==> config.mk <==
export PLATFORM = sky130hd
export DESIGN_NAME = control_fsm_flat
export DESIGN_NICKNAME = d
export VERILOG_FILES = /design/src/rtl/core_pkg.sv /design/src/rtl/control_fsm_if.sv /design/src/rtl/branch_cond.sv /design/src/rtl/control_fsm.sv /design/src/flat_wrapper.sv
export SDC_FILE = /design/constraint.sdc
export NUM_CORES = 1
export LEC_CHECK = 0
export ABC_AREA = 1
export CAP_MARGIN = 10
export CORE_MARGIN = 3
export CORE_UTILIZATION = 40
export DETAILED_ROUTE_END_ITERATION = 6
export GPL_TIMING_DRIVEN = 0
export PLACE_DENSITY = 0.78
export REMOVE_ABC_BUFFERS = 1
export SKIP_LAST_GASP = 1
export SLEW_MARGIN = 20
export SYNTH_ARGS = -nofsm -noshare
export SYNTH_HDL_FRONTEND = slang
export SYNTH_SLANG_ARGS = --single-unit
==> constraint.sdc <==
create_clock -name clk -period 2.2 [get_ports clk]
set_clock_uncertainty 0.2 [all_clocks]
set_input_delay 0.66 -clock clk [delete_from_list [all_inputs] [get_ports clk]]
set_output_delay 0.66 -clock clk [all_outputs]
set_load 0.02 [all_outputs]
==> src/rtl/core_pkg.sv <==
// Shared RV32I core encodings: opcodes, datapath selects and
// the multicycle control state set.
package core_pkg;

  typedef enum logic [6:0] {
    OPC_LOAD   = 7'b0000011,
    OPC_STORE  = 7'b0100011,
    OPC_OP     = 7'b0110011,
    OPC_OP_IMM = 7'b0010011,
    OPC_BRANCH = 7'b1100011,
    OPC_JAL    = 7'b1101111,
    OPC_JALR   = 7'b1100111,
    OPC_LUI    = 7'b0110111,
    OPC_AUIPC  = 7'b0010111,
    OPC_SYSTEM = 7'b1110011
  } opcode_e;

  typedef enum logic {
    ADD_OP = 1'b0,
    ALU_OP = 1'b1
  } aluctrl_e;

  typedef enum logic [1:0] {
    SRCA_PC    = 2'd0,
    SRCA_OLDPC = 2'd1,
    SRCA_RS1   = 2'd2,
    SRCA_ZERO  = 2'd3
  } srca_e;

  typedef enum logic [1:0] {
    SRCB_RS2  = 2'd0,
    SRCB_IMM  = 2'd1,
    SRCB_FOUR = 2'd2
  } srcb_e;

  typedef enum logic [1:0] {
    RES_ALUOUT    = 2'd0,
    RES_DATA      = 2'd1,
    RES_ALURESULT = 2'd2
  } result_e;

  typedef enum logic {
    ADR_PC     = 1'b0,
    ADR_RESULT = 1'b1
  } adr_e;

  typedef enum logic [3:0] {
    S_FETCH,
    S_DECODE,
    S_MEMADR,
    S_MEMREAD,
    S_MEMWB,
    S_MEMWRITE,
    S_EXECR,
    S_EXECI,
    S_ALUWB,
    S_BRANCH,
    S_JAL,
    S_JALR,
    S_LINK,
    S_LUI,
    S_AUIPC,
    S_TRAP
  } state_e;

endpackage

==> src/rtl/control_fsm_if.sv <==
// Memory request handshake between the control FSM and memory.
interface control_fsm_if;
  logic memRead;
  logic memWrite;
  logic memReady;

  modport master (
    output memRead,
    output memWrite,
    input  memReady
  );

  modport slave (
    input  memRead,
    input  memWrite,
    output memReady
  );
endinterface

==> src/rtl/branch_cond.sv <==
// Branch condition decode: func3 plus comparator flags to taken,
// with the two unassigned func3 codes flagged illegal.
module branch_cond (
  input  logic [2:0] i_func3,
  input  logic       i_eq,
  input  logic       i_lt,
  input  logic       i_ltu,
  output logic       o_taken,
  output logic       o_illegal
);

  always_comb begin
    o_taken   = 1'b0;
    o_illegal = 1'b0;
    unique case (i_func3)
      3'b000:  o_taken = i_eq;
      3'b001:  o_taken = ~i_eq;
      3'b100:  o_taken = i_lt;
      3'b101:  o_taken = ~i_lt;
      3'b110:  o_taken = i_ltu;
      3'b111:  o_taken = ~i_ltu;
      default: o_illegal = 1'b1;
    endcase
  end

endmodule

==> src/rtl/control_fsm.sv <==
// Multicycle RV32I control: fetch/decode/execute/mem/writeback
// sequencing, datapath selects and memory handshake.
module control_fsm
  import core_pkg::*;
(
  input  logic              clk,
  input  logic              rst_n,
  input  logic [6:0]        opcode,
  input  logic [2:0]        func3,
  input  logic              eq,
  input  logic              lt,
  input  logic              ltu,
  control_fsm_if.master     mem,
  output logic              adrSrc,
  output logic              irWrite,
  output logic              pcWrite,
  output logic              regWrite,
  output logic [1:0]        aluSrcA,
  output logic [1:0]        aluSrcB,
  output logic [1:0]        resultSrc,
  output logic              aluCtrl,
  output logic              retire,
  output logic              trap
);

  state_e r_state;
  state_e w_next;
  logic   w_taken;
  logic   w_illegal;

  branch_cond u_branch_cond (
    .i_func3   (func3),
    .i_eq      (eq),
    .i_lt      (lt),
    .i_ltu     (ltu),
    .o_taken   (w_taken),
    .o_illegal (w_illegal)
  );

  always_ff @(posedge clk or negedge rst_n) begin
    if (!rst_n) r_state <= S_FETCH;
    else        r_state <= w_next;
  end

  always_comb begin
    w_next       = r_state;
    mem.memRead  = 1'b0;
    mem.memWrite = 1'b0;
    adrSrc       = ADR_PC;
    irWrite      = 1'b0;
    pcWrite      = 1'b0;
    regWrite     = 1'b0;
    aluSrcA      = SRCA_PC;
    aluSrcB      = SRCB_RS2;
    resultSrc    = RES_ALUOUT;
    aluCtrl      = ADD_OP;
    retire       = 1'b0;
    trap         = 1'b0;
    unique case (r_state)
      S_FETCH: begin
        mem.memRead = 1'b1;
        aluSrcB     = SRCB_FOUR;
        resultSrc   = RES_ALURESULT;
        irWrite     = mem.memReady;
        pcWrite     = mem.memReady;
        if (mem.memReady) w_next = S_DECODE;
      end
      S_DECODE: begin
        aluSrcA = SRCA_OLDPC;
        aluSrcB = SRCB_IMM;
        unique case (opcode)
          OPC_LOAD,
          OPC_STORE:  w_next = S_MEMADR;
          OPC_OP:     w_next = S_EXECR;
          OPC_OP_IMM: w_next = S_EXECI;
          OPC_BRANCH: w_next = S_BRANCH;
          OPC_JAL:    w_next = S_JAL;
          OPC_JALR:   w_next = S_JALR;
          OPC_LUI:    w_next = S_LUI;
          OPC_AUIPC:  w_next = S_AUIPC;
          default:    w_next = S_TRAP;
        endcase
      end
      S_MEMADR: begin
        aluSrcA = SRCA_RS1;
        aluSrcB = SRCB_IMM;
        w_next  = (opcode == OPC_LOAD) ? S_MEMREAD : S_MEMWRITE;
      end
      S_MEMREAD: begin
        mem.memRead = 1'b1;
        adrSrc      = ADR_RESULT;
        if (mem.memReady) w_next = S_MEMWB;
      end
      S_MEMWB: begin
        resultSrc = RES_DATA;
        regWrite  = 1'b1;
        retire    = 1'b1;
        w_next    = S_FETCH;
      end
      S_MEMWRITE: begin
        mem.memWrite = 1'b1;
        adrSrc       = ADR_RESULT;
        retire       = mem.memReady;
        if (mem.memReady) w_next = S_FETCH;
      end
      S_EXECR: begin
        aluSrcA = SRCA_RS1;
        aluCtrl = ALU_OP;
        w_next  = S_ALUWB;
      end
      S_EXECI: begin
        aluSrcA = SRCA_RS1;
        aluSrcB = SRCB_IMM;
        aluCtrl = ALU_OP;
        w_next  = S_ALUWB;
      end
      S_ALUWB: begin
        regWrite = 1'b1;
        retire   = 1'b1;
        w_next   = S_FETCH;
      end
      S_BRANCH: begin
        pcWrite = w_taken & ~w_illegal;
        retire  = ~w_illegal;
        w_next  = w_illegal ? S_TRAP : S_FETCH;
      end
      S_JAL: begin
        aluSrcA = SRCA_OLDPC;
        aluSrcB = SRCB_FOUR;
        pcWrite = 1'b1;
        w_next  = S_ALUWB;
      end
      S_JALR: begin
        aluSrcA   = SRCA_RS1;
        aluSrcB   = SRCB_IMM;
        resultSrc = RES_ALURESULT;
        pcWrite   = 1'b1;
        w_next    = S_LINK;
      end
      S_LINK: begin
        aluSrcA = SRCA_OLDPC;
        aluSrcB = SRCB_FOUR;
        w_next  = S_ALUWB;
      end
      S_LUI: begin
        aluSrcA = SRCA_ZERO;
        aluSrcB = SRCB_IMM;
        w_next  = S_ALUWB;
      end
      S_AUIPC: begin
        aluSrcA = SRCA_OLDPC;
        aluSrcB = SRCB_IMM;
        w_next  = S_ALUWB;
      end
      S_TRAP: begin
        trap   = 1'b1;
        w_next = S_TRAP;
      end
      default: w_next = S_FETCH;
    endcase
  end

endmodule

==> src/flat_wrapper.sv <==
// flat-port wrapper written by rule: the top's interface ports become plain ports
module control_fsm_flat import core_pkg::*;
  (clk, rst_n, opcode, func3, eq, lt, ltu, adrSrc, irWrite, pcWrite, regWrite, aluSrcA, aluSrcB, resultSrc, aluCtrl, retire, trap, mem_memRead, mem_memWrite, mem_memReady);
  control_fsm_if mem_i ();
  input  logic clk;
  input  logic rst_n;
  input  logic [6:0] opcode;
  input  logic [2:0] func3;
  input  logic eq;
  input  logic lt;
  input  logic ltu;
  output logic adrSrc;
  output logic irWrite;
  output logic pcWrite;
  output logic regWrite;
  output logic [1:0] aluSrcA;
  output logic [1:0] aluSrcB;
  output logic [1:0] resultSrc;
  output logic aluCtrl;
  output logic retire;
  output logic trap;
  output wire logic [$bits(mem_i.memRead)-1:0] mem_memRead;
  output wire logic [$bits(mem_i.memWrite)-1:0] mem_memWrite;
  input wire logic [$bits(mem_i.memReady)-1:0] mem_memReady;
  assign mem_memRead = mem_i.memRead;
  assign mem_memWrite = mem_i.memWrite;
  assign mem_i.memReady = mem_memReady;
  control_fsm u_core (.clk(clk), .rst_n(rst_n), .opcode(opcode), .func3(func3), .eq(eq), .lt(lt), .ltu(ltu), .mem(mem_i), .adrSrc(adrSrc), .irWrite(irWrite), .pcWrite(pcWrite), .regWrite(regWrite), .aluSrcA(aluSrcA), .aluSrcB(aluSrcB), .resultSrc(resultSrc), .aluCtrl(aluCtrl), .retire(retire), .trap(trap));
endmodule
-- Word level (Yosys, flattened, before mapping)
Index checks and enable logic that the tools add are counted.
- bits in registers: 4
- input port bits: 16
- output and inout bits: 15
- logic and storage cells: 73
- equal/unequal tests: 32
- multiplexer cells: 20
- bitwise gates (word level): 4
- reduce and logical (&&, ||, !) cells: 16
- operators by type and width (operator ; number):
    $pmux 4 s10 ; 1
    $eq 4x4->1 const B ; 8
    $pmux 4 s8 ; 1
    $eq 7x6->1 const B ; 3
    $eq 7x7->1 const B ; 3
    $reduce_or 6->1 ; 3
    $eq 4x3->1 const B ; 4
    $mux 4 ; 4
    $eq 7x5->1 const B ; 2
    $reduce_or 2->1 ; 7
    $eq 3x3->1 const B ; 4
    $eq 4x2->1 const B ; 2
    $pmux 2 s2 ; 2
    $reduce_or 4->1 ; 2
    $eq 7x2->1 const B ; 1
    $mux 1 ; 7
    $ne 2x2->1 const B ; 3
    $pmux 1 s3 ; 2
    $pmux 1 s6 ; 1
    $pmux 2 s3 ; 1
    $eq 4x1->1 const B ; 1
    $logic_not 4->1 ; 1
    $eq 3x1->1 const B ; 1
    $logic_not 3->1 ; 1
    5 further kinds ; 7

-- Logic depth before layout (Yosys ltp)
Gate-level depths: netlist (run 1).
- depth in word-level cells: 4
- gate-level depth with buffers: 10
- mapped depth without buffers: 10

-- Modules after synthesis
From an unflattened synthesis (run 1), not the netlist that was laid out.
- cell total of the unflattened synthesis: 130
- area, all modules: 690.7 sq um
- modules (own cells, without submodules) (module ; times used ; cells an instance ; area an instance (sq um) ; sequential area each (sq um)):
    control_fsm ; 1 ; 114 ; 620.6 ; 100.1
    branch_cond ; 1 ; 16 ; 70.1 ; 0.0

-- Least setup slack after synthesis (run 1)
OpenSTA, ideal clock, no wires.
- path type: input to output
- from: input func3[1]
- to: output pcWrite
- arrival time: 1.419 ns
- required time: 1.340 ns
- setup slack: -0.079 ns
- stages: 8
- path buffers: 0
- cells stage by stage: inv_1 -> or2_2 -> o21ai_0 -> nand2_1 -> nand3_1 -> nand2_1 -> nand2_1 -> nand3b_1
- longest elaborated chain between the ends: 4
- elaborated cells between the ends (all ways): 10
- classes of those cells: 5 x eq/ne; 2 x mux; 1 x bitwise; 2 x reduce/logical
- RTL lines (what ; RTL line ; source):
    start: declaration ; flat_wrapper.sv:8 ; input logic [2:0] func3;
    $eq 3x3->1, or another cell as far along ; branch_cond.sv:15 ; unique case (i_func3)
    $pmux 1 s6 or $reduce_or 6->1 (tied branches) ; - ;
    $and 1x1->1 * ; control_fsm.sv:123 ; pcWrite = w_taken & ~w_illegal;
    $pmux 1 s3 * ; control_fsm.sv:59 ; unique case (r_state)
    end: declaration ; flat_wrapper.sv:14 ; output logic pcWrite;
Every way passes the cells marked *; elsewhere a longest branch is shown, timed or not.

-- Worst setup path in the final report (run 1)
Ends and elaborated chain as after synthesis.

==> results of run 1 <==
## cells in the final DEF (no fill, tap or decap), drive strengths merged
cell and n:
nor4 1, buf 41, clkdlybuf4s15 1, a211oi 1
o211ai 3, nand3 9, nand3b 2, or2 1
a21oi 5, a311oi 1, clkdlybuf4s50 8, clkbuf 4
o21ai 4, nor2 25, dlygate4sd2 2, nor3 3
o211a 1, inv 23, nand2 35, a22oi 1
a31oi 1, dfrtp 4, a211o 1, nand4 4
## how the worst max path moves through the flow
stage,from,end
final,func3[1],pcWrite
after global routing,func3[1],pcWrite
after CTS,func3[1],pcWrite
after detailed placement,func3[1],pcWrite
after global placement,func3[1],pcWrite
after floorplan,func3[1],pcWrite
## area by class of cell
type	count	share of cell area
flip-flops and latches	4	0.0779
clock buffers	3	0.0169
multi-input cells	98	0.467
inverters	23	0.0722
repair buffers	53	0.351
well taps	16	0.0150
## stage by stage
| step | util | setup WS, ns | area (µm²) | std cells |
|---|---|---|---|---|
| after floorplan | - | -0.0787 | 668 | 125 |
| final | 0.865 | -0.220 | 1330 | 197 |
| after CTS | 0.774 | -0.208 | 1190 | 190 |
| after detailed placement | 0.641 | -1.20 | 988 | 171 |
| after global placement | 0.641 | -1.16 | 988 | 171 |
| after global routing | 0.865 | -0.251 | 1330 | 197 |
## power by group
group          leakage [nW]  internal (mW)  total [mW]  switching, mW
Combinational         0.633          0.614        1.42          0.806
Clock                0.0138         0.0609      0.0899         0.0290
Sequential           0.0467          0.114       0.200         0.0860
Total                 0.694          0.789        1.71          0.921
## per-layer routing
| metal | up-vias | global-route usage | part of all wire |
|---|---|---|---|
| met5 | - | 0 | 0 |
| met4 | 0 | 0.127 | 0.033 |
| met3 | 16 | 0.0460 | 0.089 |
| met2 | 77 | 0.458 | 0.52 |
| met1 | 527 | 0.263 | 0.36 |
| li1 | 527 | - | - |
## cell families after synthesis
family                 count (synthesis)  synth area share
AO/OA/AOI/OAI                         18             0.189
buffers and inverters                 23             0.129
flip-flops                             4             0.150
AND/OR/NAND/NOR                       80             0.532
## what timing repair did
action	in CTS	in global routing
gates cloned	0	0
pin swaps	12	12
setup buffers	16	9
resized for setup	124	33
endpoints found under the hold margin	0	0
endpoints found under the setup margin	15	17
## critical path: cells and delay by family
family                 cells  cell delay (ns)
AO/OA/AOI/OAI              1             0.06
buffers and inverters      3             0.25
AND/OR/NAND/NOR            6             0.57
==> impl_summary.log, run 1 <==
INFO  metric run_status = finished, violations left
INFO  metric violations = negative setup slack
INFO  metric post_synth_inst_count = 125
INFO  metric grt_pass1_wl = about 4000 µm
INFO  metric chipHeight = 46.9 µm
INFO  metric pin_count_of_the_biggest_net_entering_global_routing = 7
INFO  metric setup_viol = 10
INFO  metric vias_per_cell = between 5 and 6
INFO  metric cp_common_cell = nand2_1
INFO  metric multi_input_comb_area = 623 µm²
INFO  metric clock_latency_late_sink = roughly 0.23 ns
INFO  metric post-synth-top-count-cell = nand2_1
INFO  metric antenna_found_initial = 0
INFO  metric synth.cell_area = between 600 and 700 µm²
INFO  metric worstPathCellList = buf_8 > inv_4 > or2_4 > o21ai_2 > nand2_1 > nand3_1 > nand2_1 > nand2_1 > nand3b_1 > buf_6
INFO  metric actual_transition_at_the_worst_max_transition_pin = 0.255 ns
INFO  metric grt_setup_unrepaired = yes
INFO  metric synthDominantAreaCellType = nand2_1
INFO  metric dieWidth = 46.9 µm
INFO  metric slowest_stage = or2_4
INFO  metric max-cap-violations = 0
INFO  metric post-route-min-period = 2.42 ns
INFO  metric cts.root.buffer_cell = clkbuf_4
INFO  metric synth_async_sr_flop_share = 1.00
INFO  metric power.density_cell_area = approximately 1300 nW/µm²
INFO  metric fill_cells = 84
INFO  metric largestRegisters = u_core.r_state x4
INFO  metric place.gp.congestion = approximately 0.80
INFO  metric final.period_utilization = 1.10
INFO  metric globalRoute.totalOverflow = 0
INFO  metric cts-buffers-inserted = 3
INFO  metric drt_first_iter_violations = 55
INFO  metric synth_edf_count = 0
INFO  metric start_util = 0.433
INFO  metric timing.hold.worst.class = primary input to async pin
INFO  metric placement_rows = 14
INFO  metric ioPinCount = 31
INFO  metric first_pass_detailed_route_iteration_total = 4
INFO  metric yosys_register_bits = 4
INFO  metric n_antenna_cell = 0
INFO  metric drive_above_1_share = 0.508
INFO  metric synthesis.yosys.warnings = 0
INFO  metric finalPower = 1.71 mW
INFO  metric first_global_vias = 994
INFO  metric critical_path.reg2reg.endpoint = u_core.r_state[1]$_DFFE_PN0P_
INFO  metric synth.distinct_cells = 25
INFO  metric largest-register = u_core.r_state
INFO  metric core-area = 1540 µm²
INFO  metric layout.nets = 199
INFO  metric synth.top_cells.by_count = nand2_1 (32), nor2_1 (23), inv_1 (21)
INFO  metric vdd_drop_max = 1.06 mV
INFO  metric gr-usage-all-layers = 0.247
INFO  metric slowest_delay = approximately 0.23 ns
INFO  metric numClockSinks = 4
INFO  metric timing.reg2reg.setup_slack = 0.09 ns
INFO  metric cp_max_fo = 2
INFO  metric startpoint_type = primary input
INFO  metric max_clock_freq = 413 MHz
INFO  metric placement.io_buffers = 30
INFO  metric synthDominantCellAreaShare = 0.180
INFO  metric crit-reg2reg-launch = u_core.r_state[2]$_DFFE_PN0P_
INFO  metric synth_ff_type = dfrtp_1
INFO  metric crit_path_end_kind = output pin
INFO  metric worst-r2r-cell-count = 11
INFO  metric crit_type = primary input to output pin
INFO  metric routed-via-count = about 1100
INFO  metric synth.yosys.seq_area_share = 0.150
INFO  metric dp.final_hpwl = between 1500 and 2000 µm
INFO  metric htreeDepth = 1
INFO  metric wire_length_reported_by_the_detailed_router = 3090 µm
INFO  metric tritoncts = done
INFO  metric post_synthesis_mean_instance_area = between 5 and 6 µm²
INFO  metric worstPathRequired = 1.34 ns
INFO  metric area.growth.synth_to_final = 99.6%
INFO  metric post_cts_hold_buffer_count = 0
INFO  metric report.final.hold_viol_count = 0
INFO  metric largest_register_ff_count = 4
INFO  metric setup_ws = -0.220 ns
INFO  metric cts_buffer_depth = 2
INFO  metric ant_nets = 0
INFO  metric worst_setup_hold_path_clk_slew = 0.04 ns
INFO  metric maxSlewHeadroom = 0.829
INFO  metric drc = 0
INFO  metric synth.area.top_cells = nand2_1 (18%), dfrtp_1 (15%), nor2_1 (13%)
INFO  metric post_drt_wl_per_cell = 15.7 µm
INFO  metric final-seq-area = 104 µm²
INFO  metric leakage = between 0.6 and 0.7 nW
INFO  metric timing_max_transition_violations_final = 0
INFO  metric totalNegativeSetupSlack = -1.04 ns
INFO  metric die-area = 2200 µm²
INFO  metric fin_hold_ws = 0.422 ns
INFO  metric worst-endpoint-arrival = about 1.6 ns
No activity file was read; power rests on OpenSTA's default activity.
==> inputs of run 2 (changes only) <==
--- a/config.mk
+++ b/config.mk
@@ -8,10 +8,11 @@
 export ABC_AREA = 1
 export CAP_MARGIN = 10
 export CORE_MARGIN = 3
-export CORE_UTILIZATION = 40
+export CORE_UTILIZATION = 43
 export DETAILED_ROUTE_END_ITERATION = 6
 export GPL_TIMING_DRIVEN = 0
-export PLACE_DENSITY = 0.78
+export MAX_ROUTING_LAYER = met4
+export PLACE_DENSITY = 0.83
 export REMOVE_ABC_BUFFERS = 1
 export SKIP_LAST_GASP = 1
 export SLEW_MARGIN = 20
==> constraint.sdc (replaced) <==
create_clock -name clk -period 3 [get_ports clk]
set_clock_uncertainty 0.2 [all_clocks]
set_input_delay 0.9 -clock clk [delete_from_list [all_inputs] [get_ports clk]]
set_output_delay 0.9 -clock clk [all_outputs]
set_load 0.02 [all_outputs]
==> run 2 against run 1 <==
  * The flow still finishes with violations (negative setup slack)
  * Critical path depth is 3 lower
  * Register-to-register slack better by 1.3 ns
  * First-iteration DRC count is 58% lower
  * Power is 48% lower
  * Highest routed layer unchanged
==> impl_summary.log, run 2 (synthesis gave the netlist of run 1 again) <==
INFO  metric worstPathCellList = clkdlybuf4s50_1 > nor4_2 > a21oi_1 > nand2_1 > nand2_1 > nand3b_1 > buf_6
INFO  metric layout.nets = 177
INFO  metric vdd_drop_max = 0.450 mV
INFO  metric clock_latency_late_sink = approximately 0.26 ns
INFO  metric cp_top_family = buffers and inverters
INFO  metric drt_first_iter_violations = 23
INFO  metric first_pass_detailed_route_iteration_total = 5
INFO  metric worst_setup_hold_path_clk_slew = about 0.030 ns
INFO  metric cp_max_fo = 2
INFO  metric max-cap-violations = 0
INFO  metric slowest_delay = 0.50 ns
INFO  metric ioPinCount = 31
INFO  metric placedInstanceArea = 987 µm²
INFO  metric cp_common_cell = nand2_1
INFO  metric start_util = 0.483
INFO  metric cts-buffers-inserted = 3
INFO  metric pin_count_of_the_biggest_net_entering_global_routing = 8
INFO  metric fill_cells = approximately 120
INFO  metric power.density_cell_area = between 800 and 900 nW/µm²
INFO  metric final.period_utilization = 1.00
INFO  metric timing_max_transition_violations_final = 0
INFO  metric crit_type = primary input to output pin
INFO  metric slowest_stage = clkdlybuf4s50_1
INFO  metric run_status = finished, violations left
INFO  metric routed-via-count = 958
INFO  metric dp.final_hpwl = 1650 µm
INFO  metric grt_pass1_wl = 3280 µm
INFO  metric layout_commonest_cell = nand2_1
INFO  metric largest-register = u_core.r_state
INFO  metric finish.instance_area = roughly 1000 µm²
INFO  metric finalPower = 0.898 mW
INFO  metric setup_viol = 1
INFO  metric globalRoute.totalOverflow = 0
INFO  metric largestRegisters = u_core.r_state x4
INFO  metric violations = negative setup slack
INFO  metric layout_common_cells = nand2_1 (32), inv_1 (21), nor2_1 (19)
INFO  metric worstPathRequired = 1.90 ns
INFO  metric cp.buffers_inverters = 2
INFO  metric numClockSinks = 4
INFO  metric n_antenna_cell = 0
INFO  metric crit_path_end_kind = output pin
INFO  metric placement_rows = 13
INFO  metric max_clock_freq = 332 MHz
INFO  metric maxSlewHeadroom = 0.754
INFO  metric htreeDepth = 1
INFO  metric post-route-min-period = roughly 3 ns
INFO  metric dieWidth = 45.4 µm
INFO  metric largest_register_ff_count = 4
INFO  metric drive_above_1_share = 0.157
INFO  metric chipHeight = 45.4 µm
INFO  metric first_global_vias = 842
INFO  metric leakage = 0.601 nW
INFO  metric cts_buffer_depth = 2
INFO  metric area.growth.synth_to_final = 55.6%
INFO  metric actual_transition_at_the_worst_max_transition_pin = 0.367 ns
INFO  metric tritoncts = done
INFO  metric timing.hold.worst.class = register to register
INFO  metric fin_hold_ws = 0.429 ns
INFO  metric grt_setup_unrepaired = yes
INFO  metric core-area = 1380 µm²
INFO  metric final-instance-count-excl-fill = 174
INFO  metric gr-usage-all-layers = 0.225
INFO  metric setup_ws = -0.0101 ns
INFO  metric worst-endpoint-arrival = 1.91 ns
INFO  metric place_inst = 170
INFO  metric die-area = 2060 µm²
INFO  metric post_drt_wl_per_cell = 12.3 µm
INFO  metric cts.root.buffer_cell = clkbuf_4
INFO  metric fin_util = 0.752
INFO  metric vias_per_cell = around 5.5
INFO  metric report.final.hold_viol_count = 0
INFO  metric placement.io_buffers = 30
INFO  metric startpoint_type = primary input
INFO  metric antenna_found_initial = 0
INFO  metric place.gp.congestion = 0.903
INFO  metric drc = 0
INFO  metric wire_length_reported_by_the_detailed_router = 2140 µm
INFO  metric ant_nets = 0
## run 2: layout make-up
| type | count | area, µm² | share of cell area |
|---|---|---|---|
| Clock buffer | 3 | 22.5 | 0.0217 |
| Timing Repair Buffer | 31 | 305 | 0.294 |
| Inverter | 23 | 86.3 | 0.0830 |
| Tap cell | 15 | 18.8 | 0.0181 |
| Multi-Input combinational cell | 98 | 505 | 0.486 |
| Sequential cell | 4 | 101 | 0.0975 |
## run 2: path summary, 6_finish.rpt
kind                            cells past startpoint  slack [ns]                       endpoint                          start
worst max-delay path                                7       -0.01                        pcWrite                             eq
worst min-delay path                                2        0.43  u_core.r_state[1]$_DFFE_PN0P_  u_core.r_state[1]$_DFFE_PN0P_
worst max register to register                     10        1.39  u_core.r_state[2]$_DFFE_PN0P_  u_core.r_state[0]$_DFFE_PN0P_
worst min register to register                      2        0.43  u_core.r_state[1]$_DFFE_PN0P_  u_core.r_state[1]$_DFFE_PN0P_
max in group asynchronous                           1        1.76  u_core.r_state[1]$_DFFE_PN0P_                          rst_n
min in group asynchronous                           1        0.63  u_core.r_state[3]$_DFFE_PN0P_                          rst_n
## run 2: worst reg2reg max path, stage by stage (launching register included)
cell     delay, ns
dfrtp_1       0.45
inv_1         0.10
nor2_2        0.19
inv_2         0.10
nor2_4        0.10
nand2_2       0.08
o21ai_0       0.10
a21oi_1       0.07
nand2_1       0.07
nand2_1       0.04
nand2_1       0.04
## run 2: repair_timing
action	in CTS	in global routing
pin swaps	5	2
buffers inserted	1	0
cloned	0	0
hold buffers	0	0
setup endpoints to repair	6	8
gates resized for setup	25	11
## run 2: power by group
group          internal (mW)  switching [mW]  leakage [nW]
registers             0.0808          0.0378        0.0490
logic                  0.276           0.426         0.539
clock network         0.0454          0.0316        0.0138
## run 2: routing by layer
layer / vias up / GRT usage / share of wire
met5: - / - / 0
met4: 0 / 0.0877 / 0.0098
met3: 4 / 0.0474 / 0.088
met2: 52 / 0.390 / 0.50
met1: 426 / 0.247 / 0.40
li1: 476 / - / -
## run 2: metrics by stage
stage          setup WS [ns]  setup TNS (ns)
5_1_grt              -0.0938          -0.159
2_1_floorplan          0.241               0
3_5_place_dp          -0.886           -1.89
4_1_cts               -0.143          -0.143
6_report             -0.0101         -0.0101
3_3_place_gp          -0.845           -1.79
